File: src/rtl/bus_unit.sv
// Load/store bus unit: one access at a time. The unit steers sub-word store data
// onto byte lanes and extracts and extends sub-word load data. Misaligned or
// illegal requests, and targets that stall too long, are answered with an error.
module bus_unit #(
    parameter int DATA_WIDTH     = 32,
    parameter int ADDR_WIDTH     = 32,
    parameter int TIMEOUT_CYCLES = 255
) (
    input  logic                    clk,
    input  logic                    reset,
    input  logic                    req_valid,
    output logic                    req_ready,
    input  logic                    req_write,
    input  logic [1:0]              req_size,
    input  logic                    req_signed,
    input  logic [ADDR_WIDTH-1:0]   req_addr,
    input  logic [DATA_WIDTH-1:0]   req_wdata,
    output logic                    resp_valid,
    output logic [DATA_WIDTH-1:0]   resp_rdata,
    output logic                    resp_error,
    output logic [ADDR_WIDTH-1:0]   address,
    output logic [DATA_WIDTH-1:0]   dataOut,
    input  logic [DATA_WIDTH-1:0]   dataIn,
    output logic                    busWriteEnable,
    output logic [DATA_WIDTH/8-1:0] busByteEnable,
    output logic                    busValid,
    input  logic                    busReady
);
    localparam int BYTES = DATA_WIDTH / 8;
    localparam int OFFW  = $clog2(BYTES);
    localparam int CW    = (TIMEOUT_CYCLES > 0) ? $clog2(TIMEOUT_CYCLES + 1) : 1;

    typedef enum logic [1:0] {IDLE, ACCESS, RESP} state_t;
    state_t state_reg, state_next;

    // Request decode (combinational, used only at accept time)
    logic [OFFW-1:0]       reqOff;
    logic [3:0]            reqBytes;
    logic                  reqIllegal;
    logic                  accept;
    logic [DATA_WIDTH-1:0] wdataShifted;
    logic [DATA_WIDTH-1:0] steeredData;
    logic [BYTES-1:0]      laneEnable;

    // Latched access attributes needed to post-process load data
    logic [OFFW-1:0]       accOff_reg;
    logic [1:0]            accSize_reg;
    logic                  accSigned_reg;
    logic [3:0]            accBytes;
    logic [DATA_WIDTH-1:0] shiftedIn;
    logic [DATA_WIDTH-1:0] keepMask;
    logic [DATA_WIDTH-1:0] loadValue;
    logic                  signBit;

    logic [CW-1:0]           waitCount_reg;
    logic                    timeoutHit;
    logic                    busValid_reg;
    logic                    busWriteEnable_reg;
    logic [ADDR_WIDTH-1:0]   address_reg;
    logic [DATA_WIDTH-1:0]   dataOut_reg;
    logic [BYTES-1:0]        busByteEnable_reg;
    logic                    respValid_reg;
    logic                    respError_reg;
    logic [DATA_WIDTH-1:0]   respRdata_reg;

    assign req_ready  = (state_reg == IDLE) && !reset;
    assign accept     = req_valid && req_ready;
    assign reqOff     = req_addr[OFFW-1:0];
    assign reqBytes   = 4'd1 << req_size;
    // A dword on a 32-bit bus has no lanes to live in; otherwise natural alignment is required.
    assign reqIllegal = ((req_size == 2'd3) && (DATA_WIDTH == 32)) ||
                        ((reqOff & OFFW'(reqBytes - 4'd1)) != '0);
    assign wdataShifted = req_wdata << {reqOff, 3'b000};

    assign accBytes  = 4'd1 << accSize_reg;
    assign shiftedIn = dataIn >> {accOff_reg, 3'b000};
    assign timeoutHit = (TIMEOUT_CYCLES != 0) && (waitCount_reg == CW'(TIMEOUT_CYCLES));

    // Per-lane enables, store steering and the load keep-mask
    genvar gi;
    generate
        for (gi = 0; gi < BYTES; gi++) begin : g_lane
            assign laneEnable[gi] = (gi >= int'(reqOff)) && (gi < int'(reqOff) + int'(reqBytes));
            assign steeredData[8*gi +: 8] = laneEnable[gi] ? wdataShifted[8*gi +: 8] : 8'h00;
            assign keepMask[8*gi +: 8]    = (gi < int'(accBytes)) ? 8'hFF : 8'h00;
        end
    endgenerate

    // Pick the top bit of the loaded item for sign extension
    always_comb begin
        signBit = shiftedIn[DATA_WIDTH-1];
        case (accSize_reg)
            2'd0:    signBit = shiftedIn[7];
            2'd1:    signBit = shiftedIn[15];
            2'd2:    signBit = shiftedIn[31];
            default: signBit = shiftedIn[DATA_WIDTH-1];
        endcase
    end

    // Full-width loads have an all-ones keep-mask, so extension is a no-op for them
    assign loadValue = (shiftedIn & keepMask) |
                       ((accSigned_reg && signBit) ? ~keepMask : '0);

    // State register
    always_ff @(posedge clk) begin
        if (reset) state_reg <= IDLE;
        else       state_reg <= state_next;
    end

    // Next-state logic
    always_comb begin
        state_next = state_reg;
        case (state_reg)
            IDLE:    if (accept) state_next = reqIllegal ? RESP : ACCESS;
            ACCESS:  if (busReady || timeoutHit) state_next = RESP;
            RESP:    state_next = IDLE;
            default: state_next = IDLE;
        endcase
    end

    // Bus-side and response registers; completion takes priority over timeout
    always_ff @(posedge clk) begin
        if (reset) begin
            busValid_reg       <= 1'b0;
            busWriteEnable_reg <= 1'b0;
            address_reg        <= '0;
            dataOut_reg        <= '0;
            busByteEnable_reg  <= '0;
            respValid_reg      <= 1'b0;
            respError_reg      <= 1'b0;
            respRdata_reg      <= '0;
            waitCount_reg      <= '0;
            accOff_reg         <= '0;
            accSize_reg        <= '0;
            accSigned_reg      <= 1'b0;
        end else begin
            respValid_reg <= 1'b0;
            case (state_reg)
                IDLE: begin
                    if (accept) begin
                        if (reqIllegal) begin
                            respValid_reg <= 1'b1;
                            respError_reg <= 1'b1;
                            respRdata_reg <= '0;
                        end else begin
                            busValid_reg       <= 1'b1;
                            busWriteEnable_reg <= req_write;
                            address_reg        <= {req_addr[ADDR_WIDTH-1:OFFW], {OFFW{1'b0}}};
                            dataOut_reg        <= steeredData;
                            busByteEnable_reg  <= laneEnable;
                            waitCount_reg      <= '0;
                            accOff_reg         <= reqOff;
                            accSize_reg        <= req_size;
                            accSigned_reg      <= req_signed;
                        end
                    end
                end
                ACCESS: begin
                    if (busReady) begin
                        busValid_reg       <= 1'b0;
                        busWriteEnable_reg <= 1'b0;
                        respValid_reg      <= 1'b1;
                        respError_reg      <= 1'b0;
                        respRdata_reg      <= busWriteEnable_reg ? '0 : loadValue;
                    end else if (timeoutHit) begin
                        busValid_reg       <= 1'b0;
                        busWriteEnable_reg <= 1'b0;
                        respValid_reg      <= 1'b1;
                        respError_reg      <= 1'b1;
                        respRdata_reg      <= '0;
                    end else begin
                        waitCount_reg <= waitCount_reg + CW'(1);
                    end
                end
                default: ;
            endcase
        end
    end

    assign busValid       = busValid_reg;
    assign busWriteEnable = busWriteEnable_reg;
    assign address        = address_reg;
    assign dataOut        = dataOut_reg;
    assign busByteEnable  = busByteEnable_reg;
    assign resp_valid     = respValid_reg;
    assign resp_error     = respError_reg;
    assign resp_rdata     = respRdata_reg;
endmodule
File: config.mk
export PLATFORM = sky130hd
export DESIGN_NAME = bus_unit
export DESIGN_NICKNAME = d
export VERILOG_FILES = /design/src/rtl/bus_unit.sv
export SDC_FILE = /design/constraint.sdc
export NUM_CORES = 1
export LEC_CHECK = 0
export ABC_AREA = 1
export BUFFER_PORTS_ARGS = -buffer_cell sky130_fd_sc_hd__buf_2
export CAP_MARGIN = 5
export CORE_ASPECT_RATIO = 2
export CORE_MARGIN = 3
export CORE_UTILIZATION = 35
export CTS_BUF_LIST = sky130_fd_sc_hd__clkbuf_4 sky130_fd_sc_hd__clkbuf_8 sky130_fd_sc_hd__clkbuf_16
export CTS_CLUSTER_SIZE = 16
export DETAILED_ROUTE_END_ITERATION = 7
export GPL_TIMING_DRIVEN = 1
export HOLD_SLACK_MARGIN = 0.06
export PLACE_DENSITY_LB_ADDON = 0.1
export REMOVE_ABC_BUFFERS = 1
export SLEW_MARGIN = 20
export SYNTH_ARGS = -nofsm -noshare
export SYNTH_HDL_FRONTEND = slang
export SYNTH_SLANG_ARGS = --single-unit
File: constraint.sdc
create_clock -name clk -period 4.59 [get_ports clk]
set_clock_uncertainty 0.1 [all_clocks]
set_input_delay 0.918 -clock clk [delete_from_list [all_inputs] [get_ports clk]]
set_output_delay 0.918 -clock clk [all_outputs]
set_load 0.01 [all_outputs]
== Word-level counts from Yosys, hierarchy flattened ==
Cells that the tools add are included.

* Word-level logic and storage cells: 108
* Flip-flop bits (word level): 117
* Output and inout port bits: 105
* Input port bits: 104

* Eq/ne operators: 11
* Reduce and logical (&&, ||, !) cells: 18
* Bitwise gates (word level): 5
* Shift operators: 4
* Add/sub/neg operators: 3
* Muxes and demuxes: 43
* $lt $le $gt $ge: 11

{| class="wikitable"
|+ Operator list
! operator !! count
|-
| 2-to-1 mux 32 bit || 6
|-
| 2-to-1 mux 8 bit || 12
|-
| one-hot mux 32 bit (2 select lines) || 1
|-
| bitwise AND 32 bit || 1
|-
| less-than comparator 1 x 32 -> 1 bit, first input constant || 1
|-
| less-than comparator 2 x 32 -> 1 bit, first input constant || 1
|-
| less-than comparator 3 x 32 -> 1 bit, first input constant || 1
|-
| inverter 32 bit || 1
|-
| bitwise OR 32 bit || 1
|-
| << shifter 32 x 5 -> 32 bit || 1
|-
| right shift 32 x 5 -> 32 bit || 1
|-
| one-hot mux 8 bit (2 select lines) || 1
|-
| 2-to-1 mux 1 bit || 14
|-
| != test 2 bit, second input constant || 6
|-
| one-hot mux 1 bit (2 select lines) || 5
|-
| adder 8 x 1 -> 8 bit, second input constant || 1
|-
| equality test 8 bit, second input constant || 1
|-
| less-than comparator 1 x 4 -> 1 bit, first input constant || 2
|-
| less-than comparator 2 x 4 -> 1 bit, first input constant || 2
|-
| AND reduction 4 bit || 2
|-
| << shifter 1 x 2 -> 4 bit, first input constant || 2
|-
| logical AND 1 bit || 6
|-
| 2-to-1 mux 2 bit || 3
|-
| adder 2 x 4 -> 5 bit || 1
|-
| 17 further kinds || 22
|}

== Longest topological paths before layout ==
Gate-level depths: netlist of run 1.

* Depth after elaboration: 9
* Mapped depth: 12
* Depth with buffers taken out: 11

== Least setup slack after synthesis of run 1 ==
OpenSTA, ideal clock, no wires.

* Kind: input port to flip-flop
* From: input port req_addr[1]
* To: register dataOut_reg[31], in the netlist dataOut[31]
* Stages: 9
* Path slack: 2048 ps
* Required time: 4358 ps
* Arrival time: 2310 ps
* Library setup time: 132 ps
* Cells stage by stage: buf_4 clkinv_1 fa_1 nor2_1 nand3_1 nand2_1 clkinv_1 nand3_1 a21oi_1

* Cells in the longest elaborated chain, start to end: 5
* Elaborated cells between the ends (all ways): 9
* Classes of those cells: add/sub (1); order compare (1); shift (1); mux (1); bitwise (2); reduce/logical (3)

{| class="wikitable"
|+ RTL lines
! item !! line !! RTL
|-
| from (decl) || 16 || <nowiki>input logic [ADDR_WIDTH-1:0] req_addr,</nowiki>
|-
| branches (longest 5 deep; another with adder 2 x 4 -> 5 bit) || -- ||
|-
| to (signal assigned) || 149 || <nowiki>dataOut_reg <= steeredData;</nowiki>
|-
| to (decl) || 60 || <nowiki>logic [DATA_WIDTH-1:0] dataOut_reg;</nowiki>
|}

Several ways; the timed one is not identified.
A chain may end at the register's enable or synchronous reset.

== Worst setup path after layout of run 1 ==
* From: input port req_addr[1]
* To: register dataOut_reg[10], in the netlist dataOut[10]

* Cells in the longest elaborated chain, start to end: 5
* Elaborated cells between the ends (all ways): 11
* Classes of those cells: add/sub (1); order compare (2); shift (1); mux (1); bitwise (2); reduce/logical (4)

{| class="wikitable"
|+ RTL lines
! item
|-
| branches (longest 5 deep; another with less-than comparator 2 x 32 -> 1 bit)
|}

Several ways; the timed one is not identified.

==> results.md, run 1 <==
| Group | Metric | Reported |
|:---|:---|:---|
| outcome | Outcome | finished, final reports clean |
| drt | Count of routing violations after the opening detailed-route iteration | 320 |
| clocking | Post-CTS clock slew at the launch and capture registers of the worst setup and hold paths | 0.06 ns |
| global routing | Total global-route track usage | 0.2123 |
| sta | Final setup vio count | 0 |
| sta | Period minus WS final | 2.830 ns |
| drt | WL/cell | 15.17 um |
| power | Power density normalized to cell area | 387.7 nW/um^2 |
| clocking | Hold buffer count at cts | 0 |
| sta | Transition time at the pin with the least slew margin | 1.119 ns |
| die | Site Rows | 65 |
| critical path | End point of the critical path | dataOut[10] |
| clocking | Number of instances resized during post-cts repair | 0 |
| critical path | Classification of the worst setup path | input pin to register |
| critical path | Maximum fanout along the worst path | 16 |
| synthesis | Post-synth EDFFs | 0 |
| clocking | CTS max path bufs | 2 |
| synthesis | Leading post-synthesis cells by instance count | sky130_fd_sc_hd__nand2_1, sky130_fd_sc_hd__nor2_1, sky130_fd_sc_hd__dfxtp_1, sky130_fd_sc_hd__nand3_1, sky130_fd_sc_hd__o21ai_0 |
| sta | Period Utilization, post-route | 0.6165 |
| placement | Placed wire-length estimate | 14160 um |
| critical path | Signal arrival time at the worst endpoint | 2.99 ns |
| critical path | Worst setup path start | req_addr[1] |
| sta | RSZ-0062 raised after global routing | false |
| placement | Placer Congestion | 0.8120 |
| clocking | Total number of H-tree levels | 4 |
| die | Overall die height | 187.6 um |
| critical path | Kind of end point of the critical path | register |
| drt | Total via count in the routed design | 6248 |
| cells and area | Final layout net count | 1174 |
| synthesis | Primary FF master, synth | sky130_fd_sc_hd__dfxtp_1 |
| critical path | FF-to-FF Start | accOff_reg[0] |
| clocking | Inserted Clock Buffers | 17 |
| drt | Via count normalized by instance count | 4.885 |
| synthesis | Area contributors post-synth | sky130_fd_sc_hd__dfxtp_1, sky130_fd_sc_hd__nand2_1, sky130_fd_sc_hd__nor2_1, sky130_fd_sc_hd__nand3_1, sky130_fd_sc_hd__o21ai_0 |
| worst hold path | Hold crit path type | register to register |
| synthesis | Instance count of the mapped netlist | 887 |
| die | Core area | 15940 um^2 |
| sta | Final sum of negative setup slack | 0 ns |
| synthesis | Cell area after synthesis | 5773 um^2 |
| drt | Post-detailed-routing wire length | 19410 um |
| die | Number of primary I/O pins | 209 |
| cells and area | Register Area | 2342 um^2 |
| drt | Number of search-and-repair iterations in the first detailed-routing pass | 5 |
| clocking | Clock insertion delay at the later pin of the skew report | 0.41 ns |
| cells and area | Synthesis-to-finish area growth | 29.15% |
| critical path | Crit path required time | 4.75 ns |
| synthesis | Top cell type's share of synthesized area | 0.4057 |
| critical path | End of the worst register-to-register path | resp_rdata[11] |
| sta | Max Clk Rate | 0.3534 GHz |
| critical path | Element type at the critical path start | input pin |
| clocking | Number of setup buffers added after CTS | 0 |
| drt | Number of routed nets with antenna violations | 0 |
| synthesis | Fraction of registers with async set/reset | 0 |
| critical path | Cell count of the worst reg-to-reg path | 8 |
| cells and area | Filler instances | 1779 |
| power | Overall Power | 2.891 mW |
| clocking | Clock root buffer | sky130_fd_sc_hd__clkbuf_16 |
| global routing | Maximum number of pins on one net before global-route repair | 62 |
| synthesis | Average cell area after synthesis | 6.508 um^2 |
| die | Die Footprint | 18170 um^2 |
| worst hold path | Worst Min Path Start | resp_rdata[0] |
| global routing | Antenna violations before repair | 1 |
| global routing | Overflow after GRT | 0 |
| synthesis | Most repeated cell in the gate-level netlist after synthesis | sky130_fd_sc_hd__nand2_1 |
| sta | Count of final max-slew check failures | 0 |
| global routing | Number of global-route vias before repair | 6074 |
| cells and area | Area taken by multi-input logic gates | 2877 um^2 |
| cells and area | Share of layout cells above drive strength 1 | 0.2340 |
| power | Worst vdd ir | 293.3 uV |
| synthesis | Top cell type by total area after synthesis | sky130_fd_sc_hd__dfxtp_1 |
| power | Leakage | 3.746 nW |
| drt | DRC violation count after routing | 0 |
| synthesis | Proportion of synthesized chip area in sequential cells | 0.4057 |
| placement | Number of buffers inserted by port buffering | 206 |
| die | Horiz. Die Dim | 96.82 um |
| sta | Number of failing hold endpoints at the final stage | 0 |
| synthesis | Netlist cell types | 30 |
| synthesis | Syn. warnings | 0 |
| flow run | # Max-Cap Violations | 0 |
| critical path | Worst R2R Setup Slack | 1.97 ns |
| global routing | Wire length of the first global-routing pass | 30910 um |
| die | Initial standard-cell utilization of the core | 0.3622 |
| sta | Worst-case headroom to the max-slew limit | 0.2512 |
| synthesis | Seq cells post-synth | 117 |
| clocking | Number of clock sinks | 117 |
| clocking | Clock tree from TritonCTS | yes |
-- report_power, final --
part           internal, mW  switching, mW  leakage (nW)
sequential             1.06         0.0223         0.948
clock                 0.893          0.465         0.292
combinational         0.145          0.305          2.51
-- layout by cell type (no fill, tap or decap), types with 2 or more instances in the layout --
cell	netlist	final
sky130_fd_sc_hd__a22oi_1	6	6
sky130_fd_sc_hd__inv_1	78	78
sky130_fd_sc_hd__clkinv_2	0	3
sky130_fd_sc_hd__clkbuf_4	0	3
sky130_fd_sc_hd__buf_2	23	206
sky130_fd_sc_hd__o21bai_1	2	2
sky130_fd_sc_hd__nor3_1	3	3
sky130_fd_sc_hd__o211a_1	2	2
sky130_fd_sc_hd__clkinvlp_4	0	3
sky130_fd_sc_hd__dfxtp_1	117	117
sky130_fd_sc_hd__clkbuf_16	0	17
sky130_fd_sc_hd__nor2_4	1	2
sky130_fd_sc_hd__nand4_1	10	10
sky130_fd_sc_hd__bufinv_16	0	3
sky130_fd_sc_hd__clkbuf_8	0	2
sky130_fd_sc_hd__o21ai_0	81	81
sky130_fd_sc_hd__nand3_1	86	86
sky130_fd_sc_hd__buf_4	4	6
sky130_fd_sc_hd__nand2_2	1	2
sky130_fd_sc_hd__nand2_1	235	234
sky130_fd_sc_hd__ha_1	4	4
sky130_fd_sc_hd__a21oi_1	66	66
sky130_fd_sc_hd__clkinv_1	3	3
sky130_fd_sc_hd__conb_1	1	2
sky130_fd_sc_hd__nor2_1	128	128
-- stage by stage --
stage,instance area [um^2],std cells,utilization,hold WS [ns],setup slack (ns)
after CTS,7453,1278,0.4676,0.3629,1.739
after floorplan,5515,834,-,0.3466,1.200
after detailed placement,6850,1247,0.4297,0.3534,1.304
after global routing,7453,1278,0.4676,0.3793,1.483
final,7456,1279,0.4677,0.3605,1.760
after global placement,6850,1247,0.4297,0.3470,1.316
-- critical path, stage by stage --
cell and delay [ns]:
sky130_fd_sc_hd__buf_2 0.32, sky130_fd_sc_hd__clkinv_1 0.38, sky130_fd_sc_hd__fa_1 0.53, sky130_fd_sc_hd__nor2_1 0.11, sky130_fd_sc_hd__nand3_1 0.08, sky130_fd_sc_hd__nand2_1 0.11, sky130_fd_sc_hd__nand2_1 0.29, sky130_fd_sc_hd__nand3_1 0.19
sky130_fd_sc_hd__a21oi_1 0.07
-- layout make-up --
class                      instances  share of cell area
tap                              201             0.03373
sequential                       117              0.3141
inverter                          81             0.04078
clock inverter                     9             0.01712
timing repair buffer             212              0.1443
clock buffer                      22             0.06377
multi-input combinational        636              0.3858
antenna                            1           0.0003356
-- worst min path at each step --
| stage | to | slack (ns) | cells past startpoint |
|---|---|---|---|
| 5_1_grt | busByteEnable[3] | 0.38 | 2 |
| 3_3_place_gp | resp_rdata[0] | 0.35 | 2 |
| 3_5_place_dp | resp_rdata[13] | 0.35 | 2 |
| 4_1_cts | resp_rdata[13] | 0.36 | 2 |
| 6_report | resp_rdata[0] | 0.36 | 2 |
| 2_1_floorplan | accSigned_reg | 0.35 | 2 |
-- cell families (layout without fill, tap and decap cells) --
family / count (synthesis) / count (layout) / synth area share
other: 1 / 3 / 0.0006496
adder cells (fa/ha/maj): 5 / 5 / 0.01214
AO/OA/AOI/OAI: 159 / 159 / 0.1463
buffers and inverters: 135 / 324 / 0.09796
XOR/XNOR: 1 / 1 / 0.001517
flip-flops: 117 / 117 / 0.4057
AND/OR/NAND/NOR: 469 / 469 / 0.3357
-- routing by layer --
metal | global-route usage | up-vias | part of all wire
met5 | 0 | - | 0.00067
met1 | 0.2239 | 2816 | 0.38
met2 | 0.3954 | 198 | 0.54
met3 | 0.05696 | 33 | 0.058
met4 | 0.08058 | 2 | 0.027
li1 | - | 3199 | -
(Power assumes the default switching activity.)
==> inputs of run 2 (changes only) <==
clock period = 2.3 ns   (was 4.59 ns; I/O delays follow)
==> run 2 against run 1 <==
Compared with the run above: power is 110% higher; register-to-register slack lost 1.7 ns; combinational power grew 120%; critical path type is now register to register; highest routed layer is now met4.
==> results.md, run 2 (synthesized netlist as in run 1, its figures left out) <==
| Group | Metric | Reported | vs previous |
|:---|:---|:---|:---|
| die | Site Rows | 65 | unchanged |
| global routing | Total global-route track usage | 0.2146 | +0.002273 |
| die | Initial standard-cell utilization of the core | 0.3622 | unchanged |
| critical path | Crit path required time | 2.56 ns | -2.19 ns |
| critical path | Crit path max-delay family | simple AND/OR/NAND/NOR gates |  |
| outcome | Outcome | finished, final reports clean |  |
| placement | Number of buffers inserted by port buffering | 206 | unchanged |
| clocking | Number of setup buffers added after CTS | 0 | unchanged |
| cells and area | Filler instances | 1745 | -1.9% |
| critical path | Cell count of the worst reg-to-reg path | 8 | unchanged |
| critical path | Classification of the worst setup path | register to register |  |
| drt | Number of routed nets with antenna violations | 0 | unchanged |
| placement | Placer Congestion | 0.8644 | +6.5% |
| clocking | CTS max path bufs | 2 | unchanged |
| placement | Dpl cell area | 7126 um^2 | +4.0% |
| power | Overall Power | 6.019 mW | +110% |
| cells and area | Most common cell after layout, fill and taps aside | sky130_fd_sc_hd__nand2_1 |  |
| critical path | Buffers & Inverters on Critical Path | 1 | -1 |
| cells and area | Most frequent cells in the layout | sky130_fd_sc_hd__nand2_1, sky130_fd_sc_hd__buf_2, sky130_fd_sc_hd__nor2_1, sky130_fd_sc_hd__dfxtp_1, sky130_fd_sc_hd__nand3_1 |  |
| critical path | Maximum fanout along the worst path | 16 | unchanged |
| critical path | Total stage count of the critical path | 8 | -1 |
| worst hold path | Hold Path Stages | 3 | +1 |
| drt | Number of search-and-repair iterations in the first detailed-routing pass | 4 | -1 |
| drt | Total via count in the routed design | 6340 | +1.5% |
| sta | Final setup vio count | 0 | unchanged |
| sta | Period minus WS final | 2.007 ns |  |
| die | Die Footprint | 18170 um^2 | unchanged |
| sta | Worst-case headroom to the max-slew limit | 0.6379 | +0.3867 |
| sta | Transition time at the pin with the least slew margin | 0.5418 ns | -0.5773 ns |
| drt | DRC violation count after routing | 0 | unchanged |
| die | Horiz. Die Dim | 96.82 um | unchanged |
| cells and area | Synthesis-to-finish area growth | 34.66% |  |
| worst hold path | Hold crit path type | input pin to register |  |
| die | Core area | 15940 um^2 | unchanged |
| sta | RSZ-0062 raised after global routing | false |  |
| global routing | Maximum number of pins on one net before global-route repair | 64 | +3.2% |
| flow run | # Max-Cap Violations | 0 | unchanged |
| critical path | Worst-path cell chain | inv_1 > nand3_1 > nand2_1 > nand2_1 > nand3_1 > nand2_1 > nand3_1 > nand2_1 |  |
| cells and area | Fin cells | 1304 | +2.0% |
| power | Power density normalized to cell area | 774.3 nW/um^2 | +100% |
| power | Leakage | 3.917 nW | +4.6% |
| clocking | Number of instances resized during post-cts repair | 0 | unchanged |
| clocking | Clock root buffer | sky130_fd_sc_hd__clkbuf_16 |  |
| drt | Count of routing violations after the opening detailed-route iteration | 236 | -26% |
| clocking | Total number of H-tree levels | 4 | unchanged |
| critical path | Slowest Stage Delay on Critical Path | 0.47 ns | -0.06 ns |
| cells and area | Share of layout cells above drive strength 1 | 0.2520 | +0.01806 |
| clocking | Clock insertion delay at the later pin of the skew report | 0.41 ns | about the same |
| drt | Via count normalized by instance count | 4.862 | -0.47% |
| cells and area | Ant diodes | 0 | -1 |
| clocking | Hold buffer count at cts | 0 | unchanged |
| sta | Period Utilization, post-route | 0.8726 |  |
| drt | WL/cell | 14.93 um | -1.6% |
| cells and area | Area taken by multi-input logic gates | 2877 um^2 | unchanged |
| global routing | Antenna violations before repair | 0 | -1 |
| cells and area | Cell area after layout | 7774 um^2 | +4.3% |
| die | Overall die height | 187.6 um | unchanged |
| power | Worst vdd ir | 493.7 uV | +68% |
| sta | Number of failing hold endpoints at the final stage | 0 | unchanged |
| critical path | Master of the slowest instance on the critical path | sky130_fd_sc_hd__dfxtp_1 |  |
| critical path | Kind of end point of the critical path | register |  |
| placement | Placed wire-length estimate | 14620 um | +3.2% |
| critical path | Cell occurring most often along the worst timing path | sky130_fd_sc_hd__nand2_1 |  |
| cells and area | Final layout net count | 1199 | +2.1% |
| cells and area | Register Area | 2342 um^2 | unchanged |
| drt | Post-detailed-routing wire length | 19460 um | +0.29% |
| clocking | Clock tree from TritonCTS | yes |  |
| critical path | Element type at the critical path start | register |  |
| global routing | Number of global-route vias before repair | 6162 | +1.4% |
| die | Number of primary I/O pins | 209 | unchanged |
| clocking | Post-CTS clock slew at the launch and capture registers of the worst setup and hold paths | 0.05 ns | about the same |
| sta | Max Clk Rate | 0.4982 GHz |  |
| placement | Number of cells after detailed placement | 1272 | +2.0% |
| global routing | Overflow after GRT | 0 | unchanged |
| global routing | Wire length of the first global-routing pass | 31220 um | +1.0% |
| clocking | Number of clock sinks | 117 | unchanged |
| critical path | Signal arrival time at the worst endpoint | 2.26 ns | -0.73 ns |
| clocking | Inserted Clock Buffers | 17 | unchanged |
| sta | Count of final max-slew check failures | 0 | unchanged |
## run 2: changes by cell type in the layout (fill, tap and decap cells not counted), sizes merged
cell	change
buf	+25
bufinv	+1
clkbuf	-1
clkinv	+1
diode	-1
## run 2: layout make-up
type | count | share of cell area
timing repair buffer | 237 | 0.1738
clock inverter | 11 | 0.02237
clock buffer | 21 | 0.06100
sequential | 117 | 0.3013
multi-input combinational | 636 | 0.3700
tap | 201 | 0.03235
inverter | 81 | 0.03911
## run 2: worst reg2reg max path, delay by kind of cell (launching register included)
| kind | cells | cell delay (ns) |
|---|---|---|
| buf+inv | 1 | 0.29 |
| simple gates | 7 | 1.09 |
| flops | 1 | 0.47 |
## run 2: worst paths after layout
check                                   start        endpoint  slack [ns]
worst min-delay path             req_addr[12]     address[12]        0.20
worst max-delay path            accOff_reg[1]  resp_rdata[16]        0.29
worst min register to register  resp_rdata[0]   resp_rdata[0]        0.36
worst max register to register  accOff_reg[1]  resp_rdata[16]        0.29
## run 2: routing by layer
layer	GRT usage	vias up	wire [um]
met5	0	-	0
met4	0.08870	0	532
met3	0.05882	27	1151
met2	0.4015	189	10570
met1	0.2208	2885	7213
li1	-	3239	-
## run 2: report_power, final
group / internal (mW) / total (mW) / switching, mW
registers: 2.12 / 2.16 / 0.0454
clock network: 1.91 / 2.88 / 0.971
logic: 0.354 / 0.973 / 0.619
## run 2: stage by stage
step	utilization	hold WS [ns]	TNS [ns]	setup WS, ns
final	0.4877	0.1986	0	0.2929
after global routing	0.4877	0.2070	0	0.06095
after CTS	0.4877	0.1804	0	0.3267
after detailed placement	0.4470	0.3514	-1.036	-0.07087
after global placement	0.4470	0.3463	-0.2050	-0.02840
after floorplan	-	0.3466	-27.24	-0.6320
==> inputs of run 3 (changes only) <==
PLACE_DENSITY = 0.66   (was unset)
PLACE_DENSITY_LB_ADDON = unset   (was 0.1)
==> run 3 against run 2 <==
Compared with the run above: non-clock buffer count shrank 4; register-to-register slack lost 0.13 ns; largest cell class unchanged; combinational power shrank 2.6%; critical path depth shrank 1; wire length shrank 2.5%; global-route usage shrank 0.61 points; sequential cell count is the same; die area is the same; largest power group unchanged; sequential share of layout area grew 0.24 points.
==> results.md, run 3 (synthesized netlist as in run 1, its figures left out) <==
| Group | Metric | Reported | vs previous |
|:---|:---|:---|:---|
| outcome | Outcome | finished, final reports clean |  |
| critical path | End of the worst register-to-register path | resp_rdata[9] |  |
| clocking | Total number of H-tree levels | 4 | unchanged |
| critical path | Classification of the worst setup path | register to register |  |
| drt | Via count normalized by instance count | 4.878 | +0.34% |
| cells and area | Share of layout cells above drive strength 1 | 0.2493 | -0.002722 |
| global routing | Number of global-route vias before repair | 6046 | -1.9% |
| flow run | # Max-Cap Violations | 0 | unchanged |
| die | Site Rows | 65 | unchanged |
| die | Core area | 15940 um^2 | unchanged |
| clocking | Clock insertion delay at the later pin of the skew report | 0.41 ns | about the same |
| global routing | Overflow after GRT | 0 | unchanged |
| die | Number of primary I/O pins | 209 | unchanged |
| cells and area | Ant diodes | 0 | unchanged |
| power | Sw Share | 0.2679 | -0.003771 |
| critical path | Element type at the critical path start | register |  |
| power | Internal Power | 4.322 mW | -1.4% |
| global routing | Antenna violations before repair | 0 | unchanged |
| drt | Number of routed nets with antenna violations | 0 | unchanged |
| sta | Period Utilization, post-route | 0.9277 | +0.05506 |
| die | Horiz. Die Dim | 96.82 um | unchanged |
| power | Worst vdd ir | 490.2 uV | -0.70% |
| drt | DRC violation count after routing | 0 | unchanged |
| clocking | Inserted Clock Buffers | 17 | unchanged |
| global routing | Total global-route track usage | 0.2085 | -0.006084 |
| cells and area | Synthesis-to-finish area growth | 33.59% |  |
| power | Leakage | 3.891 nW | -0.67% |
| drt | Post-detailed-routing wire length | 18980 um | -2.5% |
| critical path | Maximum fanout along the worst path | 28 | +12 |
| power | Switching power summed over all nets | 1.582 mW | -3.3% |
| critical path | FF-to-FF Start | accOff_reg[0] |  |
| clocking | Number of clock sinks | 117 | unchanged |
| sta | RSZ-0062 raised after global routing | false |  |
| sta | Worst-case headroom to the max-slew limit | 0.4657 | -0.1722 |
| critical path | Crit path required time | 2.54 ns | -0.02 ns |
| sta | Count of final max-slew check failures | 0 | unchanged |
| critical path | Worst R2R Setup Slack | 0.17 ns | -0.13 ns |
| critical path | Kind of end point of the critical path | register |  |
| global routing | Wire length of the first global-routing pass | 30510 um | -2.3% |
| sta | Max Clk Rate | 0.4687 GHz | -5.9% |
| die | Die Footprint | 18170 um^2 | unchanged |
| critical path | Cell count of the worst reg-to-reg path | 7 | -1 |
| cells and area | Most frequent cells in the layout | sky130_fd_sc_hd__nand2_1, sky130_fd_sc_hd__buf_2, sky130_fd_sc_hd__nor2_1, sky130_fd_sc_hd__dfxtp_1, sky130_fd_sc_hd__nand3_1 |  |
| power | Clock share of power | 0.473 | -0.006 |
| cells and area | Final core occ | 0.4838 | -0.003847 |
| power | Sequential cell fraction of total power | 0.366 | +0.007 |
| sta | Post-Route Hold Slack | 0.2012 ns | +0.002611 ns |
| die | Initial standard-cell utilization of the core | 0.3622 | unchanged |
| sta | Final setup vio count | 0 | unchanged |
| clocking | Hold buffer count at cts | 0 | unchanged |
| drt | Total via count in the routed design | 6342 | +0.032% |
| global routing | Maximum number of pins on one net before global-route repair | 77 | +20% |
| cells and area | Final layout net count | 1195 | -0.33% |
| clocking | Number of setup buffers added after CTS | 0 | unchanged |
| placement | Number of buffers inserted by port buffering | 206 | unchanged |
| drt | WL/cell | 14.60 um | -2.2% |
| placement | Placed wire-length estimate | 14190 um | -2.9% |
| clocking | Number of instances resized during post-cts repair | 0 | unchanged |
| critical path | End point of the critical path | resp_rdata[9] |  |
| sta | Transition time at the pin with the least slew margin | 0.7997 ns | +0.2579 ns |
| die | Overall die height | 187.6 um | unchanged |
| power | Power density normalized to cell area | 765.5 nW/um^2 | -1.1% |
| clocking | Post-CTS clock slew at the launch and capture registers of the worst setup and hold paths | 0.05 ns | about the same |
| placement | Placer Congestion | 0.8901 | +3.0% |
| sta | Number of failing hold endpoints at the final stage | 0 | unchanged |
| clocking | CTS max path bufs | 2 | unchanged |
| cells and area | Most common cell after layout, fill and taps aside | sky130_fd_sc_hd__nand2_1 |  |
| drt | Number of search-and-repair iterations in the first detailed-routing pass | 4 | unchanged |
| drt | Count of routing violations after the opening detailed-route iteration | 345 | +46% |
| worst hold path | Hold crit path type | input pin to register |  |
| clocking | Clock root buffer | sky130_fd_sc_hd__clkbuf_16 |  |
| critical path | Worst setup path start | accOff_reg[0] |  |
| power | Fraction of power consumed by combinational cells | 0.161 | about the same |
| critical path | Signal arrival time at the worst endpoint | 2.38 ns | +0.12 ns |
| sta | Period minus WS final | 2.134 ns | +0.1266 ns |
| clocking | Clock tree from TritonCTS | yes |  |
## run 3: worst max-delay path: stages (launching register included)
cell and delay [ns]:
sky130_fd_sc_hd__dfxtp_1 0.32, sky130_fd_sc_hd__buf_4 0.28, sky130_fd_sc_hd__nand2_1 0.11, sky130_fd_sc_hd__nand3_1 0.11, sky130_fd_sc_hd__nand2_1 0.08, sky130_fd_sc_hd__o21bai_1 0.64, sky130_fd_sc_hd__nand3_1 0.25, sky130_fd_sc_hd__a21oi_1 0.17
## run 3: layout make-up
type / count / area, um^2
clock buffer: 24 / 509.2
clock inverter: 8 / 120.1
fill: 1739 / 8228
inverter: 81 / 304.0
multi-input combinational: 636 / 2877
sequential: 117 / 2342
tap: 201 / 251.5
timing repair buffer: 233 / 1309
## run 3: metrics by stage
stage	area [um^2]	setup slack [ns]	power, mW	TNS (ns)	cells
final	7712	0.1663	5.904	0	1300
after global routing	7712	0.02633	6.182	0	1300
after CTS	7712	0.2111	5.962	0	1300
after detailed placement	7083	-0.1093	3.152	-1.895	1268
after global placement	7083	-0.1004	3.147	-1.937	1268
after floorplan	5515	-0.6320	2.703	-27.24	834
## run 3: worst min-delay path by stage
stage	from	endpoint	depth (start not counted)
after floorplan	accSigned_reg	accSigned_reg	2
after global placement	resp_error	resp_error	2
after detailed placement	dataOut[5]	dataOut[5]	2
after CTS	req_addr[17]	address[17]	3
after global routing	req_addr[31]	address[31]	3
final	req_addr[17]	address[17]	3
## run 3: power by group through the flow
stage          Sequential (mW)  Clock [mW]  Combinational [mW]
6_report                  2.16        2.79               0.948
5_1_grt                   2.17        2.95                1.06
4_1_cts                   2.16        2.85               0.952
3_5_place_dp              2.20           0               0.948
3_3_place_gp              2.20           0               0.944
2_1_floorplan             2.25           0               0.452
## run 3: layer usage
metal  up-vias  wire, um  global-route usage
met3        36       999             0.03872
met1      2849      7148              0.2180
met4         0       585             0.09843
met5         -         0                   0
met2       228     10250              0.3932
li1       3229         -                   -
